===== src/rtl/multicore_proc_core_if.sv =====
// Data-memory req/ack handshake between a multicore_proc_core (master)
// and the shared data-memory arbiter (slave).
interface multicore_proc_core_if #(
  parameter int unsigned DATA_WIDTH = 12,
  parameter int unsigned MEM_ADDR   = 12
);
  logic                  mem_req;
  logic                  mem_we;
  logic [MEM_ADDR-1:0]   mem_addr;
  logic [DATA_WIDTH-1:0] mem_wdata;
  logic [DATA_WIDTH-1:0] mem_rdata;
  logic                  mem_ack;

  modport master (
    output mem_req, mem_we, mem_addr, mem_wdata,
    input  mem_rdata, mem_ack
  );

  modport slave (
    input  mem_req, mem_we, mem_addr, mem_wdata,
    output mem_rdata, mem_ack
  );
endinterface


===== src/rtl/multicore_proc_core.sv =====
// Multicycle accumulator core with general registers, LDCID and a req/ack data-memory port.
// Optional MUL (opcode Dr) is enabled by defining the macro MUL_EN.
module multicore_proc_core #(
  parameter int unsigned DATA_WIDTH = 12,
  parameter int unsigned INS_WIDTH  = 8,
  parameter int unsigned MEM_ADDR   = 12,
  parameter int unsigned INS_ADDR   = 8,
  parameter int unsigned NUM_REGS   = 8,
  parameter int unsigned CORE_ID    = 0
) (
  input  logic                 clock,
  input  logic                 reset,
  input  logic                 start,
  output logic [INS_ADDR-1:0]  ins_addr,
  input  logic [INS_WIDTH-1:0] ins_data,
  multicore_proc_core_if.master mem,
  output logic                 z_flag,
  output logic                 ready,
  output logic                 done,
  output logic                 error
);

  typedef enum logic [2:0] {
    S_IDLE, S_FETCH, S_DECODE, S_OPERAND, S_EXEC, S_MEM_WAIT, S_HALT
  } state_e;

  typedef enum logic [3:0] {
    OP_SYS   = 4'h0, OP_LDAC = 4'h1, OP_STAC  = 4'h2, OP_MVAC  = 4'h3,
    OP_MOVR  = 4'h4, OP_ADD  = 4'h5, OP_SUB   = 4'h6, OP_INC   = 4'h7,
    OP_CLR   = 4'h8, OP_JPNZ = 4'h9, OP_JUMP  = 4'hA, OP_LDCID = 4'hB,
    OP_LDI   = 4'hC, OP_MUL  = 4'hD, OP_RSV_E = 4'hE, OP_RSV_F = 4'hF
  } op_e;

  state_e                state_q, state_d;
  logic [INS_ADDR-1:0]   pc_q, pc_d;
  logic [INS_WIDTH-1:0]  ir_q, ir_d;
  logic [INS_WIDTH-1:0]  opr_q, opr_d;
  logic [DATA_WIDTH-1:0] acc_q, acc_d;
  logic [DATA_WIDTH-1:0] regs_q [NUM_REGS];
  logic [DATA_WIDTH-1:0] regs_d [NUM_REGS];
  logic                  z_q, z_d;
  logic                  req_q, req_d;
  logic                  we_q, we_d;
  logic [MEM_ADDR-1:0]   addr_q, addr_d;
  logic [DATA_WIDTH-1:0] wdata_q, wdata_d;
  logic                  done_q, done_d;
  logic                  error_q, error_d;

  op_e                   op;
  logic [3:0]            rsel;
  logic                  r_ok;
  logic [DATA_WIDTH-1:0] rval;
  logic                  legal;
  logic                  two_byte;
  logic                  reg_we;
  logic [DATA_WIDTH-1:0] reg_wval;
  logic [DATA_WIDTH-1:0] alu;

  assign op   = op_e'(ir_q[7:4]);
  assign rsel = ir_q[3:0];
  assign r_ok = (32'(rsel) < NUM_REGS);

  always_comb begin
    rval = '0;
    for (int unsigned i = 0; i < NUM_REGS; i++) begin
      if (32'(rsel) == i) rval = regs_q[i];
    end
  end

  // Register-form ops are only legal when r names an implemented register.
  always_comb begin
    legal    = 1'b0;
    two_byte = 1'b0;
    case (op)
      OP_SYS:   legal = (ir_q[3:0] == 4'h0) || (ir_q[3:0] == 4'h1);
      OP_LDAC, OP_STAC, OP_MVAC, OP_MOVR,
      OP_ADD, OP_SUB, OP_INC, OP_CLR:
                legal = r_ok;
      OP_JPNZ, OP_JUMP: begin
        legal    = (ir_q[3:0] == 4'h0);
        two_byte = 1'b1;
      end
      OP_LDCID: legal = (ir_q[3:0] == 4'h0);
      OP_LDI: begin
        legal    = r_ok;
        two_byte = 1'b1;
      end
`ifdef MUL_EN
      OP_MUL:   legal = r_ok;
`endif
      default:  legal = 1'b0;
    endcase
  end

  always_comb begin
    state_d  = state_q;
    pc_d     = pc_q;
    ir_d     = ir_q;
    opr_d    = opr_q;
    acc_d    = acc_q;
    regs_d   = regs_q;
    z_d      = z_q;
    req_d    = req_q;
    we_d     = we_q;
    addr_d   = addr_q;
    wdata_d  = wdata_q;
    done_d   = done_q;
    error_d  = error_q;
    reg_we   = 1'b0;
    reg_wval = '0;
    alu      = '0;

    case (state_q)
      S_IDLE, S_HALT: begin
        if (start) begin
          pc_d    = '0;
          done_d  = 1'b0;
          error_d = 1'b0;
          state_d = S_FETCH;
        end
      end
      S_FETCH: begin
        ir_d    = ins_data;
        pc_d    = pc_q + 1'b1;
        state_d = S_DECODE;
      end
      S_DECODE: begin
        if (!legal) begin
          error_d = 1'b1;
          state_d = S_HALT;
        end else if (two_byte) begin
          state_d = S_OPERAND;
        end else begin
          state_d = S_EXEC;
        end
      end
      S_OPERAND: begin
        opr_d   = ins_data;
        pc_d    = pc_q + 1'b1;
        state_d = S_EXEC;
      end
      S_EXEC: begin
        state_d = S_FETCH;
        case (op)
          OP_SYS: begin
            if (ir_q[0]) begin
              done_d  = 1'b1;
              state_d = S_HALT;
            end
          end
          OP_LDAC: begin
            req_d   = 1'b1;
            we_d    = 1'b0;
            addr_d  = MEM_ADDR'(rval);
            wdata_d = '0;
            state_d = S_MEM_WAIT;
          end
          OP_STAC: begin
            req_d   = 1'b1;
            we_d    = 1'b1;
            addr_d  = MEM_ADDR'(rval);
            wdata_d = acc_q;
            state_d = S_MEM_WAIT;
          end
          OP_MVAC: begin
            reg_we   = 1'b1;
            reg_wval = acc_q;
          end
          OP_MOVR: acc_d = rval;
          OP_ADD: begin
            alu   = acc_q + rval;
            acc_d = alu;
            z_d   = (alu == '0);
          end
          OP_SUB: begin
            alu   = acc_q - rval;
            acc_d = alu;
            z_d   = (alu == '0);
          end
          OP_INC: begin
            reg_we   = 1'b1;
            reg_wval = rval + 1'b1;
          end
          OP_CLR: begin
            reg_we   = 1'b1;
            reg_wval = '0;
          end
          OP_JPNZ: begin
            if (!z_q) pc_d = INS_ADDR'(opr_q);
          end
          OP_JUMP:  pc_d  = INS_ADDR'(opr_q);
          OP_LDCID: acc_d = DATA_WIDTH'(CORE_ID);
          OP_LDI: begin
            reg_we   = 1'b1;
            reg_wval = DATA_WIDTH'(opr_q);
          end
`ifdef MUL_EN
          OP_MUL: begin
            alu   = acc_q * rval;
            acc_d = alu;
            z_d   = (alu == '0);
          end
`endif
          default: ;
        endcase
      end
      S_MEM_WAIT: begin
        // Request fields stay frozen in their flops until the ack cycle.
        if (mem.mem_ack) begin
          if (!we_q) acc_d = mem.mem_rdata;
          req_d   = 1'b0;
          we_d    = 1'b0;
          state_d = S_FETCH;
        end
      end
      default: state_d = S_IDLE;
    endcase

    for (int unsigned i = 0; i < NUM_REGS; i++) begin
      if (reg_we && (32'(rsel) == i)) regs_d[i] = reg_wval;
    end
  end

  always_ff @(posedge clock or negedge reset) begin
    if (!reset) begin
      state_q <= S_IDLE;
      pc_q    <= '0;
      ir_q    <= '0;
      opr_q   <= '0;
      acc_q   <= '0;
      regs_q  <= '{default: '0};
      z_q     <= 1'b0;
      req_q   <= 1'b0;
      we_q    <= 1'b0;
      addr_q  <= '0;
      wdata_q <= '0;
      done_q  <= 1'b0;
      error_q <= 1'b0;
    end else begin
      state_q <= state_d;
      pc_q    <= pc_d;
      ir_q    <= ir_d;
      opr_q   <= opr_d;
      acc_q   <= acc_d;
      regs_q  <= regs_d;
      z_q     <= z_d;
      req_q   <= req_d;
      we_q    <= we_d;
      addr_q  <= addr_d;
      wdata_q <= wdata_d;
      done_q  <= done_d;
      error_q <= error_d;
    end
  end

  assign ins_addr      = pc_q;
  assign mem.mem_req   = req_q;
  assign mem.mem_we    = we_q;
  assign mem.mem_addr  = addr_q;
  assign mem.mem_wdata = wdata_q;
  assign z_flag        = z_q;
  assign ready         = (state_q == S_IDLE);
  assign done          = done_q;
  assign error         = error_q;

endmodule


===== src/flat_wrapper.sv =====
// flat-port wrapper written by rule: the top's interface ports become plain ports
module multicore_proc_core_flat 
#(
  parameter int unsigned DATA_WIDTH = 12,
  parameter int unsigned INS_WIDTH  = 8,
  parameter int unsigned MEM_ADDR   = 12,
  parameter int unsigned INS_ADDR   = 8,
  parameter int unsigned NUM_REGS   = 8,
  parameter int unsigned CORE_ID    = 0
)
  (clock, reset, start, ins_addr, ins_data, z_flag, ready, done, error, mem_mem_req, mem_mem_we, mem_mem_addr, mem_mem_wdata, mem_mem_rdata, mem_mem_ack);
  multicore_proc_core_if #(.DATA_WIDTH(DATA_WIDTH), .MEM_ADDR(MEM_ADDR)) mem_i ();
  input  logic clock;
  input  logic reset;
  input  logic start;
  output logic [INS_ADDR-1:0] ins_addr;
  input  logic [INS_WIDTH-1:0] ins_data;
  output logic z_flag;
  output logic ready;
  output logic done;
  output logic error;
  output wire logic [$bits(mem_i.mem_req)-1:0] mem_mem_req;
  output wire logic [$bits(mem_i.mem_we)-1:0] mem_mem_we;
  output wire logic [$bits(mem_i.mem_addr)-1:0] mem_mem_addr;
  output wire logic [$bits(mem_i.mem_wdata)-1:0] mem_mem_wdata;
  input wire logic [$bits(mem_i.mem_rdata)-1:0] mem_mem_rdata;
  input wire logic [$bits(mem_i.mem_ack)-1:0] mem_mem_ack;
  assign mem_mem_req = mem_i.mem_req;
  assign mem_mem_we = mem_i.mem_we;
  assign mem_mem_addr = mem_i.mem_addr;
  assign mem_mem_wdata = mem_i.mem_wdata;
  assign mem_i.mem_rdata = mem_mem_rdata;
  assign mem_i.mem_ack = mem_mem_ack;
  multicore_proc_core #(.DATA_WIDTH(DATA_WIDTH), .INS_WIDTH(INS_WIDTH), .MEM_ADDR(MEM_ADDR), .INS_ADDR(INS_ADDR), .NUM_REGS(NUM_REGS), .CORE_ID(CORE_ID)) u_core (.clock(clock), .reset(reset), .start(start), .ins_addr(ins_addr), .ins_data(ins_data), .mem(mem_i), .z_flag(z_flag), .ready(ready), .done(done), .error(error));
endmodule

===== config.mk =====
export PLATFORM = sky130hd
export DESIGN_NAME = multicore_proc_core_flat
export DESIGN_NICKNAME = d
export VERILOG_FILES = /design/src/rtl/multicore_proc_core_if.sv /design/src/rtl/multicore_proc_core.sv /design/src/flat_wrapper.sv
export SDC_FILE = /design/constraint.sdc
export NUM_CORES = 1
export LEC_CHECK = 0
export CAP_MARGIN = 20
export CORE_MARGIN = 1
export CORE_UTILIZATION = 50
export CTS_CLUSTER_SIZE = 10
export DETAILED_ROUTE_END_ITERATION = 10
export PLACE_DENSITY = 0.74
export SLEW_MARGIN = 20
export SYNTH_ARGS = -nofsm -noshare
export SYNTH_HDL_FRONTEND = slang
export SYNTH_SLANG_ARGS = --single-unit
export TNS_END_PERCENT = 5

===== constraint.sdc =====
create_clock -name clock -period 9.57 [get_ports clock]
set_input_delay 1.914 -clock clock [delete_from_list [all_inputs] [get_ports clock]]
set_output_delay 1.914 -clock clock [all_outputs]
set_load 0.005 [all_outputs]

Yosys cells after proc, flatten, opt, wreduce, memory -nomap -nowiden. Index checks and enable logic that the tools add are counted.

Equal/unequal tests: 36. Multiplexer cells: 42. Magnitude comparators: 1. Reduce and logical (&&, ||, !) cells: 37. $add $sub $neg: 4.

Operators by type and width (count): $mux 12 (11); $pmux 12 s2 (2); $pmux 12 s4 (1); $pmux 12 s3 (1); $eq 4x3->1 const B (8); $logic_not 12->1 (2); $pmux 8 s3 (1); $eq 4x4->1 const B (5); $pmux 3 s6 (1); $eq 4x2->1 const B (4); $mux 8 (2); $pmux 8 s2 (1); $mux 3 (5); $add 12x1->12 const B (1); $add 12x12->12 (1); $ne 2x2->1 const B (6); $pmux 1 s2 (6); $reduce_and 4->1 (3); $sub 12x12->12 (1); $reduce_bool 2->1 (5); $eq 3x3->1 const B (3); $mux 1 (9); $reduce_and 3->1 (3); $reduce_or 9->1 (1); 20 further kinds (37).

Output and inout port bits: 38. Bits in registers: 164. Word-level logic and storage cells: 140.

Logic depth before layout (Yosys ltp). Gate-level depths: netlist (run 1).

Depth in word-level cells: 12. Mapped depth: 19. Mapped depth without buffers: 17.

Worst setup path before layout (run 1). No wires, ideal clock.

Kind: reg-to-reg. Start: register u_core.ir_q[0]. End: register u_core.z_q, in the netlist u_core.z_flag. Period minus slack after synthesis: 3.487 ns. Path slack: 6.083 ns. Path buffers: 2. Stages on the path, launching flop included: 20. Arrival time: 3.391 ns. Cells stage by stage: dfrtp_1 -> buf_6 -> buf_12 -> mux4_1 -> nand2_1 -> nand2_1 -> nand2_1 -> inv_1 -> ha_1 -> inv_1 -> fa_1 -> nor2b_1 -> o21ai_0 -> a21oi_1 -> o21ai_0 -> nand3_1 -> a2111oi_0 -> nand3_1 -> o31a_1 -> o31ai_1.

Longest elaborated chain between the ends: 12. Elaborated cells between the ends (all ways): 21. Classes of those cells: 2 x add/sub; 7 x eq/ne; 9 x mux; 3 x reduce/logical.

Ends and longest elaborated chain: from (decl) (line multicore_proc_core.sv:36) `logic [INS_WIDTH-1:0] ir_q, ir_d;`; from (signal assigned) (line multicore_proc_core.sv:242) `ir_q <= ir_d;`; $logic_not 4->1 (line multicore_proc_core.sv:66) `if (32'(rsel) == i) rval = regs_q[i];`; $mux 12 (7 in a row) (line multicore_proc_core.sv:66); $mux 12 (*) (line multicore_proc_core.sv:66); named net u_core.rval[0] (line multicore_proc_core.sv:52) `logic [DATA_WIDTH-1:0] rval;`; $sub 12x12->12 / $add 12x12->12 (equally long branches) (line multicore_proc_core.sv:176, multicore_proc_core.sv:171); $logic_not 12->1 (on tied branches) (line multicore_proc_core.sv:178, multicore_proc_core.sv:173); $pmux 1 s2 (*) (line multicore_proc_core.sv:144) `case (op)`; to (signal assigned) (line multicore_proc_core.sv:246) `z_q <= z_d;`; to (decl) (line multicore_proc_core.sv:41) `logic z_q, z_d;`.

The timed path passes the listed nets; every way through them passes the cells marked *. A chain may end at the register's enable or synchronous reset.

Final worst setup path (run 1). Same ends and word-level chain as after synthesis.

==> qor.yml, run 1 <==
die:
  dieHeight_um: 140
  die-area_mm2: 0.0196
  die_w_um: 140
  num_rows: 50
  initial_core_util_pct: 50.9
  coreArea_mm2: 0.0187
  io_pins: 62
synth:
  netlist_top_cells_area: "dfrtp_1, nand2_1, o21ai_0"
  seq_area_frac_synth_pct: 43.1
  yosysTopAreaCellShare_pct: 43.1
  synth.avg_cell_area_um2: 9.29
  netlist_area_mm2: 0.00952
  async_reset_ff_share_pct: 100
  synth_cell_types: 83
  yosysWarnings: 0
  synth_top_area_cell: "dfrtp_1"
  synth_edf_count: 0
  synth_nets: 1074
  netlist_instances: 1024
  synth_flop_cell: "dfrtp_1"
  ys_seq_elements: 164
routing:
  dr_total_vias: 8168
  viasPerCell: 6.28
  drt_iter0_markers: 973
  drt_first_pass_iters: 8
  drtAntennaViolNets: 0
  drc_errors: 0
  totalWireLength_mm: 27.3
  wire_per_inst_um: 21.0
sta:
  timing.fmax_mhz: 200
  fin_crit_ps: 4990
  max-slew-margin-rel_pct: 29.6
  tns_ps: 0
  hold_viol: 0
  fin_crit_sh_pct: 52.1
  worstMarginPinSlew_ps: 1050
  setup-violations-final: 0
  slew_violations: 0
  clock-skew-final_ps: 8.91
  rsz0062_at_grt: "false"
  worst_slack_ps: 4580
worst_setup_path:
  critPathMaxFanout: 29
  worstPathArrival_ps: 5330
  cpPeakStageDelay_ps: 680
  critPathCaptureType: "flop"
  startpoint_type: "flop"
  crit_type: "reg2reg"
  path_common_cell: "nand2_1"
  crit_chain: "buf_4 > mux4_1 > nand2_1 > nand2_1 > nand2_1 > inv_1 > ha_1 > inv_1 > fa_1 > nor2b_1 > o21ai_0 > a21oi_1 > o21ai_0 > nand3_1 > a2111oi_0 > nand3_1 > o31a_1 > o31ai_1"
  crit_required_ps: 9910
  cp_slowest_cell: "dfrtp_2"
  rr_worst_depth: 18
hold_path:
  holdCritPathClass: "reg2reg"
  min_delay_path_depth: 2
placement:
  dp_slack_ps: 4780
  io_buffer_count: 61
  gp_congestion: 0.909
  dpl_cell_area_mm2: 0.0102
  post-dp-hpwl_mm: 18.9
pwr:
  clkPwrFrac_pct: 19.9
  powerDensity_mw_per_mm2: 303
  switching_share_pct: 44.8
  power_uw: 3260
  share_comb_of_total_power_pct: 49.1
  p_sw_uw: 1460
  internal_power_uw: 1800
  p_leak_uw: 0.00450
  vdd_ir_drop_max_v: 0.000181
  p_seq_share_pct: 31.0
global_route:
  antenna_found_initial: 0
  grt-ovfl-total: 0
  grt_usage_pct: 29.4
  grt_max_degree: 85
  grt_pass1_vias: 7921
  grt_pass1_wl_mm: 44.2
layout:
  areaGrowthSynthToFinish_pct: 12.8
  fin_area_mm2: 0.0107
  final_util_pct: 57.4
  n_antenna_cell: 0
  fillerInstances: 1652
  nets: 1104
  drive_gt1_share_pct: 10.0
clock_network:
  post_cts_buffers: 0
  clock-sinks: 164
  htreeDepth: 4
  numCtsBuffers: 17
  post_cts_resized: 0
  cts_root_buffer: "clkbuf_16"
  cts_buffer_depth: 2
  cts.clk_slew.worst_paths_ps: 70
  hold_buffers: 0
  cts_tree: "done"
  insertion_delay_ps: 440
status:
  status: "complete, no violations"
job:
  cap_violations: 0
[synth_stat cells, types with 7 or more instances]
master and n:
nor2_1 44, mux4_2 7, xnor2_1 18, nand3_1 26
o21ai_1 27, a22o_1 26, clkbuf_1 42, a21oi_1 32
a221oi_1 7, nand2b_1 13, a222oi_1 8, mux2i_1 14
a22oi_1 8, mux2_2 23, o31ai_1 10, a211oi_1 9
nor2b_1 16, buf_2 12, o21ai_0 114, ha_1 25
nor3_1 21, a31oi_1 10, or2_2 8, dfrtp_1 164
inv_1 29, or3_1 8, nand2_1 172
[power groups by stage]
stage	Sequential, uW	Combinational, uW	Clock (uW)
4_1_cts	1000	1570	651
3_5_place_dp	1020	1560	0
3_3_place_gp	1010	1550	0
6_report	1010	1600	646
5_1_grt	1030	1750	677
2_1_floorplan	911	1200	0
[stage by stage]
stage | hold slack, ps | cells
after floorplan | 442 | 1024
after global placement | 457 | 1269
after detailed placement | 467 | 1269
after CTS | 482 | 1301
after global routing | 503 | 1301
final | 475 | 1301
[flip-flops by register name, indices dropped and copies added, names as in the netlist]
register / count
u_core.ir_q: 8
u_core.mem.mem_wdata: 12
u_core.done: 1
u_core.opr_q: 8
u_core.error: 1
u_core.mem.mem_req: 1
u_core.acc_q: 12
u_core.regs_q: 96
u_core.z_flag: 1
u_core.mem.mem_addr: 12
u_core.ins_addr: 8
u_core.state_q: 3
u_core.mem.mem_we: 1
[cell families after synthesis]
group	count (synthesis)	synth area share (%)
AOI/OAI and AO/OA	313	21.6
buffers and inverters	94	4.75
DFF	164	43.1
and+or+nand+nor	356	17.9
xor gates and xnor gates	22	2.02
muxes	49	7.07
adders and majority gates	26	3.50
[layout by cell type (no fill, tap or decap), types with 5 or more instances in the layout]
cell	netlist	final
a31oi_1	10	10
a222oi_1	8	8
o221ai_1	5	5
and3_1	6	6
nor2_1	44	44
nand3_1	26	26
xnor2_1	18	18
ha_1	25	25
buf_4	2	11
nor2b_1	16	16
nand2b_1	13	13
a22o_1	26	26
o21ai_0	114	114
mux2i_1	14	14
a21oi_1	32	32
or3_1	8	8
nor3_1	21	21
a22oi_1	8	8
clkbuf_16	0	17
a211oi_1	9	9
nand4_1	6	6
or2_2	8	8
a21o_1	6	6
clkdlybuf4s50_1	0	60
mux4_2	7	7
o21a_1	6	6
nor4_1	6	6
o21ai_1	27	27
a221oi_1	7	7
o211ai_1	6	6
nand2_1	172	172
inv_1	29	29
and2_1	5	5
dfrtp_1	164	163
o31ai_1	10	10
mux2_2	23	23
[cell type report]
class                      count  area, um2  share of cell area [%]
clock buffer                  19        443                    4.12
clock inverter                13       98.8                   0.921
inverter                      32        125                    1.17
multi-input combinational    766       4970                    46.3
sequential                   164       4110                    38.2
tap                          234        293                    2.73
timing repair buffer          73        706                    6.57
[worst max-delay path: cells and delay by family, from the launching register on]
family | cells | cell delay (ps)
AOI/OAI and AO/OA | 6 | 1810
and+or+nand+nor | 6 | 610
adders and majority gates | 2 | 440
muxes | 1 | 620
DFF | 1 | 680
buffers and inverters | 3 | 700
[worst paths after layout]
path | from | to | slack, ps
hold reg to reg | u_core.mem.mem_addr[7] | u_core.mem.mem_addr[7] | 470
hold / removal | u_core.mem.mem_addr[7] | u_core.mem.mem_addr[7] | 470
setup reg to reg | u_core.ir_q[0] | u_core.z_flag | 4580
max in group asynchronous | reset | u_core.regs_q[75] | 6870
min in group asynchronous | reset | u_core.mem.mem_addr[8] | 1520
setup / recovery | u_core.ir_q[0] | u_core.z_flag | 4580
[metal layers]
| metal | track usage, % | wire [um] | vias to the layer above |
|---|---|---|---|
| li1 | - | - | 3788 |
| met1 | 41.7 | 12200 | 3957 |
| met2 | 44.0 | 12100 | 343 |
| met3 | 5.64 | 2090 | 80 |
| met4 | 12.9 | 868 | 0 |
| met5 | 0 | 0 | - |
No activity file was read; power rests on OpenSTA's default activity.
==> inputs of run 2 (changes only) <==
Settings changed: PLACE_DENSITY 0.74 to 0.77.
Clock period 9.57 ns to 4.3 ns, I/O delays scaled along.
==> run 2 against run 1 <==
Effect of this change:
- core utilization increased by 1.3 points
- die area unchanged
- non-clock buffer count is 25 higher
- register-to-register slack worse by 4400 ps
- critical endpoint unchanged
==> qor.yml, run 2 (synthesis gave the netlist of run 1 again) <==
routing:
  viasPerCell: 6.30  # +0.42%
  met3WireLength_mm: 2.43  # +16%
  drtAntennaViolNets: 0  # unchanged
  wire_per_inst_um: 20.3  # -3.3%
  dr_total_vias: 8360  # +2.4%
  drt_iter0_markers: 929  # -4.5%
  top_layer: "met4"
  totalWireLength_mm: 26.9  # -1.5%
  drt_first_pass_iters: 9  # +1
  drc_errors: 0  # unchanged
  met1_length_mm: 11.5  # -5.3%
  route.met2.wl_mm: 12.2  # +0.60%
worst_setup_path:
  crit_chain: "buf_4 > mux4_2 > a22oi_1 > o21ai_2 > ha_1 > or3_1 > a211oi_1 > o31a_1 > o21ai_1 > nor3b_1 > or3b_1 > o31ai_1"
  r2r_slack_ps: 220  # -4360 ps
  startpoint_type: "flop"
  r2r_end: "u_core.z_flag"
  critPathMaxFanout: 13  # -55%
  cp_slowest_cell: "dfrtp_1"
  cpPeakStageDelay_ps: 690  # about the same
  critPathCaptureType: "flop"
  r2r_start: "u_core.ir_q[1]"
  crit_required_ps: 4640  # -5270 ps
  worstPathArrival_ps: 4410  # -920 ps
  rr_worst_depth: 12  # -6
  crit_type: "reg2reg"
status:
  status: "complete, no violations"
die:
  io_pins: 62  # unchanged
  die-area_mm2: 0.0196  # unchanged
  num_rows: 50  # unchanged
  initial_core_util_pct: 50.9  # unchanged
  coreArea_mm2: 0.0187  # unchanged
  die_w_um: 140  # unchanged
  dieHeight_um: 140  # unchanged
hold_path:
  min_from: "u_core.mem.mem_wdata[6]"
  min_delay_path_depth: 2  # unchanged
  holdCritPathClass: "reg2reg"
  min_to: "u_core.mem.mem_wdata[6]"
pwr:
  p_sw_uw: 3220  # +120%
  vdd_ir_drop_max_v: 0.000401  # +120%
  power_uw: 7450  # +130%
  share_comb_of_total_power_pct: 48.7  # -0.4 points
  p_seq_share_pct: 30.8  # -0.2 points
  switching_share_pct: 43.3  # -1.6 points
  p_leak_uw: 0.00464  # +3.0%
  internal_power_uw: 4220  # +140%
  powerDensity_mw_per_mm2: 678  # +120%
  clkPwrFrac_pct: 20.5  # +0.6 points
global_route:
  grt_max_degree: 90  # +5.9%
  grt_pass1_vias: 7937  # +0.20%
  antenna_found_initial: 0  # unchanged
  grt_usage_pct: 28.5  # -0.89 points
  grt_pass1_wl_mm: 43.2  # -2.2%
  grt-ovfl-total: 0  # unchanged
clock_network:
  insertion_delay_ps: 440  # about the same
  htreeDepth: 4  # unchanged
  cts_buffer_depth: 2  # unchanged
  numCtsBuffers: 17  # unchanged
  cts.clk_slew.worst_paths_ps: 60  # about the same
  cts_root_buffer: "clkbuf_16"
  cts_tree: "done"
  clock-sinks: 164  # unchanged
  hold_buffers: 0  # unchanged
layout:
  largest_reg_flops: 96  # unchanged
  fillerInstances: 1568  # -5.1%
  final_cell_mix: "nand2_1, dfrtp_1, o21ai_0"
  areaGrowthSynthToFinish_pct: 15.4
  drive_gt1_share_pct: 12.2  # +2.2 points
  n_antenna_cell: 0  # unchanged
  top_register: "u_core.regs_q"
  area.sequential_mm2: 0.00411  # about the same
  multi_input_area_mm2: 0.00498  # +0.18%
  nets: 1129  # +2.3%
  layout.cells.most_common: "nand2_1"
job:
  cap_violations: 0  # unchanged
placement:
  gp_congestion: 1.01  # +11%
  io_buffer_count: 61  # unchanged
  post-dp-hpwl_mm: 19.2  # +1.7%
sta:
  tns_ps: 0  # unchanged
  timing.fmax_mhz: 245  # +22%
  fin_crit_sh_pct: 94.8  # +43 points
  rsz0062_at_grt: "false"
  clock-skew-final_ps: 12.7  # +3.81 ps
  slew_violations: 0  # unchanged
  max-slew-margin-rel_pct: 39.9  # +10 points
  worstMarginPinSlew_ps: 896  # -156 ps
  setup-violations-final: 0  # unchanged
  fin_crit_ps: 4080  # -914 ps
  hold_viol: 0  # unchanged
-- run 2: layout make-up --
cell class                 count  area share, %
clock buffer                  19           3.94
sequential                   164           37.4
clock inverter                13           1.33
tap                          234           2.67
inverter                      32           1.14
multi-input combinational    766           45.3
timing repair buffer          98           8.21
-- run 2: worst max-delay path, delay by kind of cell, from the launching register on --
| kind | cells | cell delay [ps] |
|---|---|---|
| DFF | 1 | 690 |
| buffers and inverters | 1 | 290 |
| muxes | 1 | 310 |
| AOI/OAI and AO/OA | 6 | 1430 |
| and+or+nand+nor | 3 | 890 |
| adders and majority gates | 1 | 350 |
-- run 2: per-layer routing --
layer | up-vias | global-route usage, %
met2 | 450 | 43.8
met4 | 0 | 10.7
met3 | 59 | 5.91
met5 | - | 0
li1 | 3825 | -
met1 | 4026 | 39.9
-- run 2: through the flow --
step	instance area (um2)	worst slack [ps]	hold WS (ps)	util (%)	std cells
3_5_place_dp	10400	211	465	55.4	1290
2_1_floorplan	9520	813	442	-	1024
3_3_place_gp	10400	257	457	55.4	1290
6_report	11000	224	478	58.7	1326
5_1_grt	11000	21.8	499	58.7	1326
4_1_cts	10900	157	484	58.5	1322
-- run 2: timing repair --
action                                  4_1_cts  5_1_grt
gates resized for setup                       0        4
endpoints found under the setup margin        0        2
setup buffers                                 0        4
-- run 2: power by group through the flow --
stage	combinational [uW]	sequential [uW]	clock, uW
after floorplan	2670	2030	0
after global placement	3450	2300	0
after detailed placement	3490	2310	0
after CTS	3510	2290	1530
after global routing	3960	2330	1610
final	3630	2290	1530
-- run 2: how the worst max path moves through the flow --
stage	cells after the start	start	endpoint	slack (ps)
3_3_place_gp	17	u_core.ir_q[0]	u_core.z_flag	260
3_5_place_dp	17	u_core.ir_q[0]	u_core.z_flag	210
4_1_cts	17	u_core.ir_q[0]	u_core.z_flag	160
2_1_floorplan	19	u_core.ir_q[0]	u_core.z_flag	810
5_1_grt	13	u_core.ir_q[1]	u_core.z_flag	20
6_report	12	u_core.ir_q[1]	u_core.z_flag	220
==> inputs of run 3 (changes only) <==
Settings changed: GPL_ROUTABILITY_DRIVEN set to 1.
==> results of run 3 <==
Same layout as run 2: the final DEF is identical, and so are final timing and power.
